**src/rtl/mc_pkg.sv**
```systemverilog
// Shared types and encodings for the handshaked multicycle RV32I controller.
package mc_pkg;

    typedef enum logic [3:0] {
        S_FETCH,
        S_DECODE,
        S_EXEC_R,
        S_EXEC_I,
        S_MEM_ADDR,
        S_MEM_RD,
        S_MEM_WB,
        S_MEM_WR,
        S_ALU_WB,
        S_BRANCH,
        S_JAL,
        S_JALR,
        S_LUI,
        S_AUIPC,
        S_ERROR
    } state_t;

    localparam logic [6:0] OP_R     = 7'b0110011;
    localparam logic [6:0] OP_I     = 7'b0010011;
    localparam logic [6:0] OP_LW    = 7'b0000011;
    localparam logic [6:0] OP_SW    = 7'b0100011;
    localparam logic [6:0] OP_BR    = 7'b1100011;
    localparam logic [6:0] OP_JAL   = 7'b1101111;
    localparam logic [6:0] OP_JALR  = 7'b1100111;
    localparam logic [6:0] OP_LUI   = 7'b0110111;
    localparam logic [6:0] OP_AUIPC = 7'b0010111;

    localparam logic [6:0] F7_BASE  = 7'b0000000;
    localparam logic [6:0] F7_ALT   = 7'b0100000;

    localparam logic [2:0] ALU_ADD  = 3'b000;
    localparam logic [2:0] ALU_SUB  = 3'b001;
    localparam logic [2:0] ALU_AND  = 3'b010;
    localparam logic [2:0] ALU_OR   = 3'b011;
    localparam logic [2:0] ALU_SLT  = 3'b100;
    localparam logic [2:0] ALU_XOR  = 3'b101;
    localparam logic [2:0] ALU_SLTU = 3'b110;

    localparam logic [2:0] IMM_I    = 3'b000;
    localparam logic [2:0] IMM_S    = 3'b001;
    localparam logic [2:0] IMM_B    = 3'b010;
    localparam logic [2:0] IMM_J    = 3'b011;
    localparam logic [2:0] IMM_U    = 3'b100;

    localparam logic [1:0] SRCA_PC    = 2'b00;
    localparam logic [1:0] SRCA_OLDPC = 2'b01;
    localparam logic [1:0] SRCA_RS1   = 2'b10;
    localparam logic [1:0] SRCA_ZERO  = 2'b11;

    localparam logic [1:0] SRCB_RS2   = 2'b00;
    localparam logic [1:0] SRCB_IMM   = 2'b01;
    localparam logic [1:0] SRCB_FOUR  = 2'b10;

    localparam logic [1:0] RES_ALUOUT = 2'b00;
    localparam logic [1:0] RES_DATA   = 2'b01;
    localparam logic [1:0] RES_ALU    = 2'b10;
    localparam logic [1:0] RES_IMM    = 2'b11;

    localparam logic [1:0] ERR_NONE    = 2'b00;
    localparam logic [1:0] ERR_ILLEGAL = 2'b01;
    localparam logic [1:0] ERR_TIMEOUT = 2'b10;

    // Shared funct3 map for R-type (funct7=0) and I-ALU; MSB flags a supported funct3.
    function automatic logic [3:0] f3_to_aluop(input logic [2:0] f3);
        case (f3)
            3'b000:  return {1'b1, ALU_ADD};
            3'b010:  return {1'b1, ALU_SLT};
            3'b011:  return {1'b1, ALU_SLTU};
            3'b100:  return {1'b1, ALU_XOR};
            3'b110:  return {1'b1, ALU_OR};
            3'b111:  return {1'b1, ALU_AND};
            default: return {1'b0, ALU_ADD};
        endcase
    endfunction

endpackage

```
**src/rtl/mc_alu_decode.sv**
```systemverilog
// Combinational Op/F3/F7 decode: ALU operation and illegal-instruction flag.
module mc_alu_decode
    import mc_pkg::*;
#(
    parameter bit EN_UPPER = 1'b1,
    parameter bit EN_JALR  = 1'b1
) (
    input  logic [6:0] op,
    input  logic [2:0] f3,
    input  logic [6:0] f7,
    output logic [2:0] aluop,
    output logic       illegal
);

    logic [3:0] f3_dec;

    assign f3_dec = f3_to_aluop(f3);

    always_comb begin
        aluop   = ALU_ADD;
        illegal = 1'b0;
        case (op)
            OP_R: begin
                if (f7 == F7_ALT && f3 == 3'b000) begin
                    aluop = ALU_SUB;
                end else if (f7 == F7_BASE && f3_dec[3]) begin
                    aluop = f3_dec[2:0];
                end else begin
                    illegal = 1'b1;
                end
            end
            OP_I: begin
                if (f3_dec[3]) begin
                    aluop = f3_dec[2:0];
                end else begin
                    illegal = 1'b1;
                end
            end
            OP_LW, OP_SW: illegal = (f3 != 3'b010);
            // beq/bne/blt/bge only: funct3[1] set means bltu/bgeu or reserved
            OP_BR: begin
                aluop   = ALU_SUB;
                illegal = f3[1];
            end
            OP_JAL:            illegal = 1'b0;
            OP_JALR:           illegal = !EN_JALR || (f3 != 3'b000);
            OP_LUI, OP_AUIPC:  illegal = !EN_UPPER;
            default:           illegal = 1'b1;
        endcase
    end

endmodule

```
**src/rtl/mc_controller_hs.sv**
```systemverilog
// Multicycle RV32I control FSM with memory request/ready handshake, wait-state
// timeout, sticky error reporting and a retired-instruction counter.
module mc_controller_hs
    import mc_pkg::*;
#(
    parameter int unsigned MEM_TIMEOUT = 16,
    parameter bit          EN_UPPER    = 1'b1,
    parameter bit          EN_JALR     = 1'b1,
    parameter int unsigned CNT_W       = 32
) (
    input  logic             clk,
    input  logic             rst,
    input  logic [6:0]       Op,
    input  logic [2:0]       F3,
    input  logic [6:0]       F7,
    input  logic             Zero,
    input  logic             SignBit,
    input  logic             MemReady,
    output logic             MemReq,
    output logic             MemWrite,
    output logic             AdrSrc,
    output logic             PcEn,
    output logic             IrWrite,
    output logic             RegWrite,
    output logic [2:0]       Immsrc,
    output logic [1:0]       AluSrcA,
    output logic [1:0]       AluSrcB,
    output logic [2:0]       AluOp,
    output logic [1:0]       ResultSrc,
    output logic             Err,
    output logic [1:0]       ErrCode,
    output logic [CNT_W-1:0] InstRet
);

    localparam int unsigned TMO_W = (MEM_TIMEOUT < 2) ? 1 : $clog2(MEM_TIMEOUT + 1);

    state_t             state;
    state_t             state_next;
    logic [TMO_W-1:0]   tmo_cnt;
    logic               tmo_hit;
    logic               retire;
    logic [1:0]         err_code_next;
    logic               err_q;
    logic [1:0]         err_code_q;
    logic [CNT_W-1:0]   inst_ret_q;
    logic [2:0]         dec_aluop;
    logic               dec_illegal;
    logic               br_taken;

    mc_alu_decode #(
        .EN_UPPER (EN_UPPER),
        .EN_JALR  (EN_JALR)
    ) u_alu_decode (
        .op      (Op),
        .f3      (F3),
        .f7      (F7),
        .aluop   (dec_aluop),
        .illegal (dec_illegal)
    );

    // Counter value is the number of prior stalled cycles, so this cycle is stall MEM_TIMEOUT.
    assign tmo_hit = (MEM_TIMEOUT != 0) && !MemReady
                     && (tmo_cnt == TMO_W'(MEM_TIMEOUT - 1));

    always_comb begin
        case (F3)
            3'b000:  br_taken = Zero;
            3'b001:  br_taken = !Zero;
            3'b100:  br_taken = SignBit;
            3'b101:  br_taken = !SignBit;
            default: br_taken = 1'b0;
        endcase
    end

    // Next-state and Moore output decode.
    always_comb begin
        state_next    = state;
        MemReq        = 1'b0;
        MemWrite      = 1'b0;
        AdrSrc        = 1'b0;
        PcEn          = 1'b0;
        IrWrite       = 1'b0;
        RegWrite      = 1'b0;
        Immsrc        = IMM_I;
        AluSrcA       = SRCA_PC;
        AluSrcB       = SRCB_RS2;
        AluOp         = ALU_ADD;
        ResultSrc     = RES_ALUOUT;
        retire        = 1'b0;
        err_code_next = ERR_NONE;
        case (state)
            S_FETCH: begin
                MemReq    = 1'b1;
                AluSrcB   = SRCB_FOUR;
                ResultSrc = RES_ALU;
                if (MemReady) begin
                    IrWrite    = 1'b1;
                    PcEn       = 1'b1;
                    state_next = S_DECODE;
                end else if (tmo_hit) begin
                    state_next    = S_ERROR;
                    err_code_next = ERR_TIMEOUT;
                end
            end
            S_DECODE: begin
                AluSrcA = SRCA_OLDPC;
                AluSrcB = SRCB_IMM;
                if (Op == OP_BR) begin
                    Immsrc = IMM_B;
                end else if (Op == OP_JAL) begin
                    Immsrc = IMM_J;
                end
                if (dec_illegal) begin
                    state_next    = S_ERROR;
                    err_code_next = ERR_ILLEGAL;
                end else begin
                    case (Op)
                        OP_R:           state_next = S_EXEC_R;
                        OP_I, OP_JALR:  state_next = S_EXEC_I;
                        OP_LW, OP_SW:   state_next = S_MEM_ADDR;
                        OP_BR:          state_next = S_BRANCH;
                        OP_JAL:         state_next = S_JAL;
                        OP_LUI:         state_next = S_LUI;
                        OP_AUIPC:       state_next = S_AUIPC;
                        default: begin
                            state_next    = S_ERROR;
                            err_code_next = ERR_ILLEGAL;
                        end
                    endcase
                end
            end
            S_EXEC_R: begin
                AluSrcA    = SRCA_RS1;
                AluSrcB    = SRCB_RS2;
                AluOp      = dec_aluop;
                state_next = S_ALU_WB;
            end
            S_EXEC_I: begin
                AluSrcA    = SRCA_RS1;
                AluSrcB    = SRCB_IMM;
                AluOp      = dec_aluop;
                state_next = (Op == OP_JALR) ? S_JALR : S_ALU_WB;
            end
            S_MEM_ADDR: begin
                AluSrcA    = SRCA_RS1;
                AluSrcB    = SRCB_IMM;
                Immsrc     = (Op == OP_SW) ? IMM_S : IMM_I;
                state_next = (Op == OP_SW) ? S_MEM_WR : S_MEM_RD;
            end
            S_MEM_RD: begin
                MemReq = 1'b1;
                AdrSrc = 1'b1;
                if (MemReady) begin
                    state_next = S_MEM_WB;
                end else if (tmo_hit) begin
                    state_next    = S_ERROR;
                    err_code_next = ERR_TIMEOUT;
                end
            end
            S_MEM_WB: begin
                ResultSrc  = RES_DATA;
                RegWrite   = 1'b1;
                retire     = 1'b1;
                state_next = S_FETCH;
            end
            S_MEM_WR: begin
                MemReq   = 1'b1;
                MemWrite = 1'b1;
                AdrSrc   = 1'b1;
                Immsrc   = IMM_S;
                if (MemReady) begin
                    retire     = 1'b1;
                    state_next = S_FETCH;
                end else if (tmo_hit) begin
                    state_next    = S_ERROR;
                    err_code_next = ERR_TIMEOUT;
                end
            end
            S_ALU_WB: begin
                ResultSrc  = RES_ALUOUT;
                RegWrite   = 1'b1;
                retire     = 1'b1;
                state_next = S_FETCH;
            end
            S_BRANCH: begin
                AluSrcA    = SRCA_RS1;
                AluSrcB    = SRCB_RS2;
                AluOp      = ALU_SUB;
                Immsrc     = IMM_B;
                PcEn       = br_taken;
                ResultSrc  = RES_ALUOUT;
                retire     = 1'b1;
                state_next = S_FETCH;
            end
            S_JAL, S_JALR: begin
                PcEn       = 1'b1;
                ResultSrc  = RES_ALUOUT;
                AluSrcA    = SRCA_OLDPC;
                AluSrcB    = SRCB_FOUR;
                state_next = S_ALU_WB;
            end
            S_LUI: begin
                AluSrcA    = SRCA_ZERO;
                AluSrcB    = SRCB_IMM;
                Immsrc     = IMM_U;
                ResultSrc  = RES_IMM;
                RegWrite   = 1'b1;
                retire     = 1'b1;
                state_next = S_FETCH;
            end
            S_AUIPC: begin
                AluSrcA    = SRCA_OLDPC;
                AluSrcB    = SRCB_IMM;
                Immsrc     = IMM_U;
                state_next = S_ALU_WB;
            end
            S_ERROR: state_next = S_ERROR;
            default: state_next = S_FETCH;
        endcase
    end

    always_ff @(posedge clk) begin
        if (rst) begin
            state <= S_FETCH;
        end else begin
            state <= state_next;
        end
    end

    // Stall counter, sticky error capture and retirement count.
    always_ff @(posedge clk) begin
        if (rst) begin
            tmo_cnt    <= '0;
            err_q      <= 1'b0;
            err_code_q <= ERR_NONE;
            inst_ret_q <= '0;
        end else begin
            if (MemReq && !MemReady && state_next == state) begin
                tmo_cnt <= tmo_cnt + TMO_W'(1);
            end else begin
                tmo_cnt <= '0;
            end
            if (state != S_ERROR && state_next == S_ERROR) begin
                err_q      <= 1'b1;
                err_code_q <= err_code_next;
            end
            if (retire) begin
                inst_ret_q <= inst_ret_q + CNT_W'(1);
            end
        end
    end

    assign Err     = err_q;
    assign ErrCode = err_code_q;
    assign InstRet = inst_ret_q;

endmodule

```
**config.mk**
```make
export PLATFORM = sky130hd
export DESIGN_NAME = mc_controller_hs
export DESIGN_NICKNAME = d
export VERILOG_FILES = /design/src/rtl/mc_pkg.sv /design/src/rtl/mc_alu_decode.sv /design/src/rtl/mc_controller_hs.sv
export SDC_FILE = /design/constraint.sdc
export NUM_CORES = 1
export LEC_CHECK = 0
export ABC_CLOCK_PERIOD_IN_PS = 3800
export CORE_MARGIN = 2
export CORE_UTILIZATION = 27
export DETAILED_ROUTE_END_ITERATION = 12
export PLACE_DENSITY = 0.59
export SLEW_MARGIN = 20
export SYNTH_ARGS = -nofsm -noshare
export SYNTH_HDL_FRONTEND = slang
export SYNTH_SLANG_ARGS = --single-unit
```
**constraint.sdc**
```tcl
create_clock -name clk -period 3.8 [get_ports clk]
set_input_delay 0.95 -clock clk [delete_from_list [all_inputs] [get_ports clk]]
set_output_delay 0.95 -clock clk [all_outputs]
set_load 0.005 [all_outputs]
```
==> impl_results.md <==
- Clock Path Buffers: 2
- Die area: 11500 um^2
- Largest net degree at the start of global routing: 28
- Vias per inst: 5.04
- Most common cell after layout, fill and taps aside: clkdlybuf4s50_1
- Leak pwr: 1.38 nW
- FF-to-FF Start: InstRet[6]
- Setup violations, final: 0
- Final wirelength: 8.25 mm
- First-pass GRT wire length: 13.7 mm
- Clock power share: 21.8%
- Port Buffers: 74
- GPL Wtd Cong: 0.821
- Crit Path Category: primary input to output pin
- Final slew viol count: 0
- Antenna cells: 0
- Syn avg cell area: 7.97 um^2
- Clk_lat worst skew: 290 ps
- CTS buffer count: 5
- Clk sinks: 44
- Most frequent cells in the layout: 70 x clkdlybuf4s50_1, 59 x nor2_1, 44 x dfxtp_1
- Clock skew: 5.32 ps
- Hold Crit Start: tmo_cnt[0]
- Hold slack: 459 ps
- Pre-antenna DRT Iters: 4
- Die width: 107 um
- Seq pwr share: 33.4%
- Initial antenna violation count: 0
- Post-route cell area: 4000 um^2
- RSZ-0062 raised after global routing: true
- Slew @ Worst Pin: 868 ps
- Yosys Warn Count: 0
- Status: finished clean
- Sw Pwr: 0.567 mW
- Filler Cell Count: 1079
- Crit path max fanout: 6
- DRC violations left: 0
- MaxCap Viol Count: 0
- Synth Cell Area: 2880 um^2
- Share of cells above drive strength 1: 13.6%
- FMAX: 0.269 GHz
- IO Pins: 75
- Overflow after GRT: 0
- Final WS setup: 77.8 ps
- Starting DRT DRC Count: 89
- Clock Tree Root: clkbuf_8
- Clock transition at path regs: 80 ps
- Number of synthesized flops with an enable pin: 0
- Placed cell area: 3860 um^2
- Sw Ratio: 35.2%
- Row Count: 37
- Routed Antenna Nets: 0
- Int Power: 1.04 mW
- Critical Path Start: F3[2]
- Comb pwr share: 44.8%
- Peak supply drop: 177 uV
- Pre-CTS setup slack: -231 ps
- NumNets Final: 472
- WP data arrival: 2770 ps
- PD cells: 402 nW/um^2
- Post-synth cell types: 70
- Ys async rst share: 0%
- Startpoint types: primary input
- Mapped Nets: 386
- Sequential-to-total area share from yosys stat: 30.6%
- Area Overhead vs Synth: 39.1%
- Final worst path period need: 3720 ps
- Slew margin rel.: 42.1%
- Die height: 107 um
- Final Hold Viols: 0
- Post-DP HPWL: 6.25 mm
- Vias: 2941
- H-tree depth: 2
- Total GRT Usage: 14.4%
- Initial Utilization: 27.9%
- Main synth FF type: dfxtp_1
- DR WL/cell: 14.1 um
- Crit share post-route: 98.0%
- Core footprint: 10300 um^2
- Min-Delay Path Class: register to register
- #FFs+latches synth: 44
- CP required: 2850 ps
- Worst setup EP type: output pin
- Vias in the first global route: 2877
- TritonCTS clock tree: yes
- Cells after Synth: 361
[critical path: stages]
cell and delay, ps:
clkdlybuf4s50_1 530, buf_4 180, mux2i_1 210, xor2_1 90, o32ai_1 260, clkdlybuf4s50_1 550
[metrics by stage]
| step | util (%) | instances | setup TNS (ps) | power, mW |
|---|---|---|---|---|
| finish | 38.8 | 584 | 0 | 1.61 |
| global route | 38.8 | 584 | -24.4 | 1.73 |
| CTS | 38.6 | 584 | 0 | 1.62 |
| detailed placement | 37.4 | 575 | -510 | 1.27 |
| global placement | 37.4 | 575 | -448 | 1.26 |
| floorplan | - | 361 | 0 | 0.979 |
[synth_stat cells, drive strengths merged (2+ instances only)]
cell type  instances  area [um^2]
and3               5         31.3
and2               4         25.0
xnor2             19          166
buf               15          101
o31ai              3         22.5
nand2             26         97.6
ha                 3         37.5
nor2              60          233
or2                3         18.8
nor2b              5         38.8
nor3              10         70.1
a31oi              4         31.3
nand3             13         65.1
a22oi              2         15.0
nor4               9         75.1
xor2              11         96.3
inv                7         26.3
nor4b              2         23.8
nor3b              4         30.0
a211oi             5         42.5
nand3b             3         22.5
or3b               2         20.0
dfxtp             44          881
o32ai              2         17.5
nand4b             3         41.3
o21a               2         15.0
mux2i              3         30.0
nand2b             5         31.3
or3                8         50.1
a21oi             16         80.1
clkbuf             9         33.8
o21ai             15         75.1
o311ai             3         26.3
o2111ai            3         26.3
nand4             11         83.8
o31a               2         18.8
a211o              3         26.3
[cell type report]
class / instances / area, um^2 / area share [%]
Clock inverter: 3 / 42.5 / 1.06
Inverter: 7 / 26.3 / 0.656
Tap cell: 136 / 170 / 4.25
Clock buffer: 5 / 68.8 / 1.72
Multi-Input combinational cell: 286 / 1860 / 46.6
Timing Repair Buffer: 103 / 950 / 23.7
Sequential cell: 44 / 881 / 22.0
[per-layer routing]
metal | GRT usage [%] | share of wire [%] | routed length (um) | vias to the layer above
li1 | - | - | - | 1478
met3 | 3.28 | 5.6 | 466 | 4
met5 | 0 | 0 | 0 | -
met4 | 2.60 | 0.56 | 46 | 0
met2 | 25.0 | 48 | 3960 | 76
met1 | 18.3 | 46 | 3780 | 1383
[kinds of logic after synthesis]
logic type | count (synthesis) | synth area share [%]
AOI/OAI and AO/OA | 71 | 17.2
DFF | 44 | 30.6
buffers and inverters | 31 | 5.61
and+or+nand+nor | 179 | 35.1
muxes | 3 | 1.04
xor gates and xnor gates | 30 | 9.13
adders and majority gates | 3 | 1.30
[path summary, 6_finish.rpt]
| path | endpoint | slack, ps | cells after the start |
|---|---|---|---|
| max | PcEn | 80 | 6 |
| min | tmo_cnt[0] | 460 | 1 |
| max reg2reg | InstRet[23] | 1290 | 6 |
| min reg2reg | tmo_cnt[0] | 460 | 1 |
[state kept, by name, indices dropped and copies added (netlist names)]
signal / flops
tmo_cnt: 5
ErrCode: 2
InstRet: 32
Err: 1
state: 4
[what timing repair did]
item	in CTS	in global routing
resized for setup	7	6
hold buffers	0	0
pin swaps	3	3
buffers inserted	1	0
endpoints found under the setup margin	4	4
[power by group through the flow]
stage,logic [mW],registers [mW],clock network (mW)
detailed placement,0.721,0.549,0
finish,0.720,0.538,0.351
global route,0.800,0.546,0.383
CTS,0.723,0.538,0.363
floorplan,0.460,0.519,0
global placement,0.712,0.549,0
No activity file was read; power rests on OpenSTA's default activity.
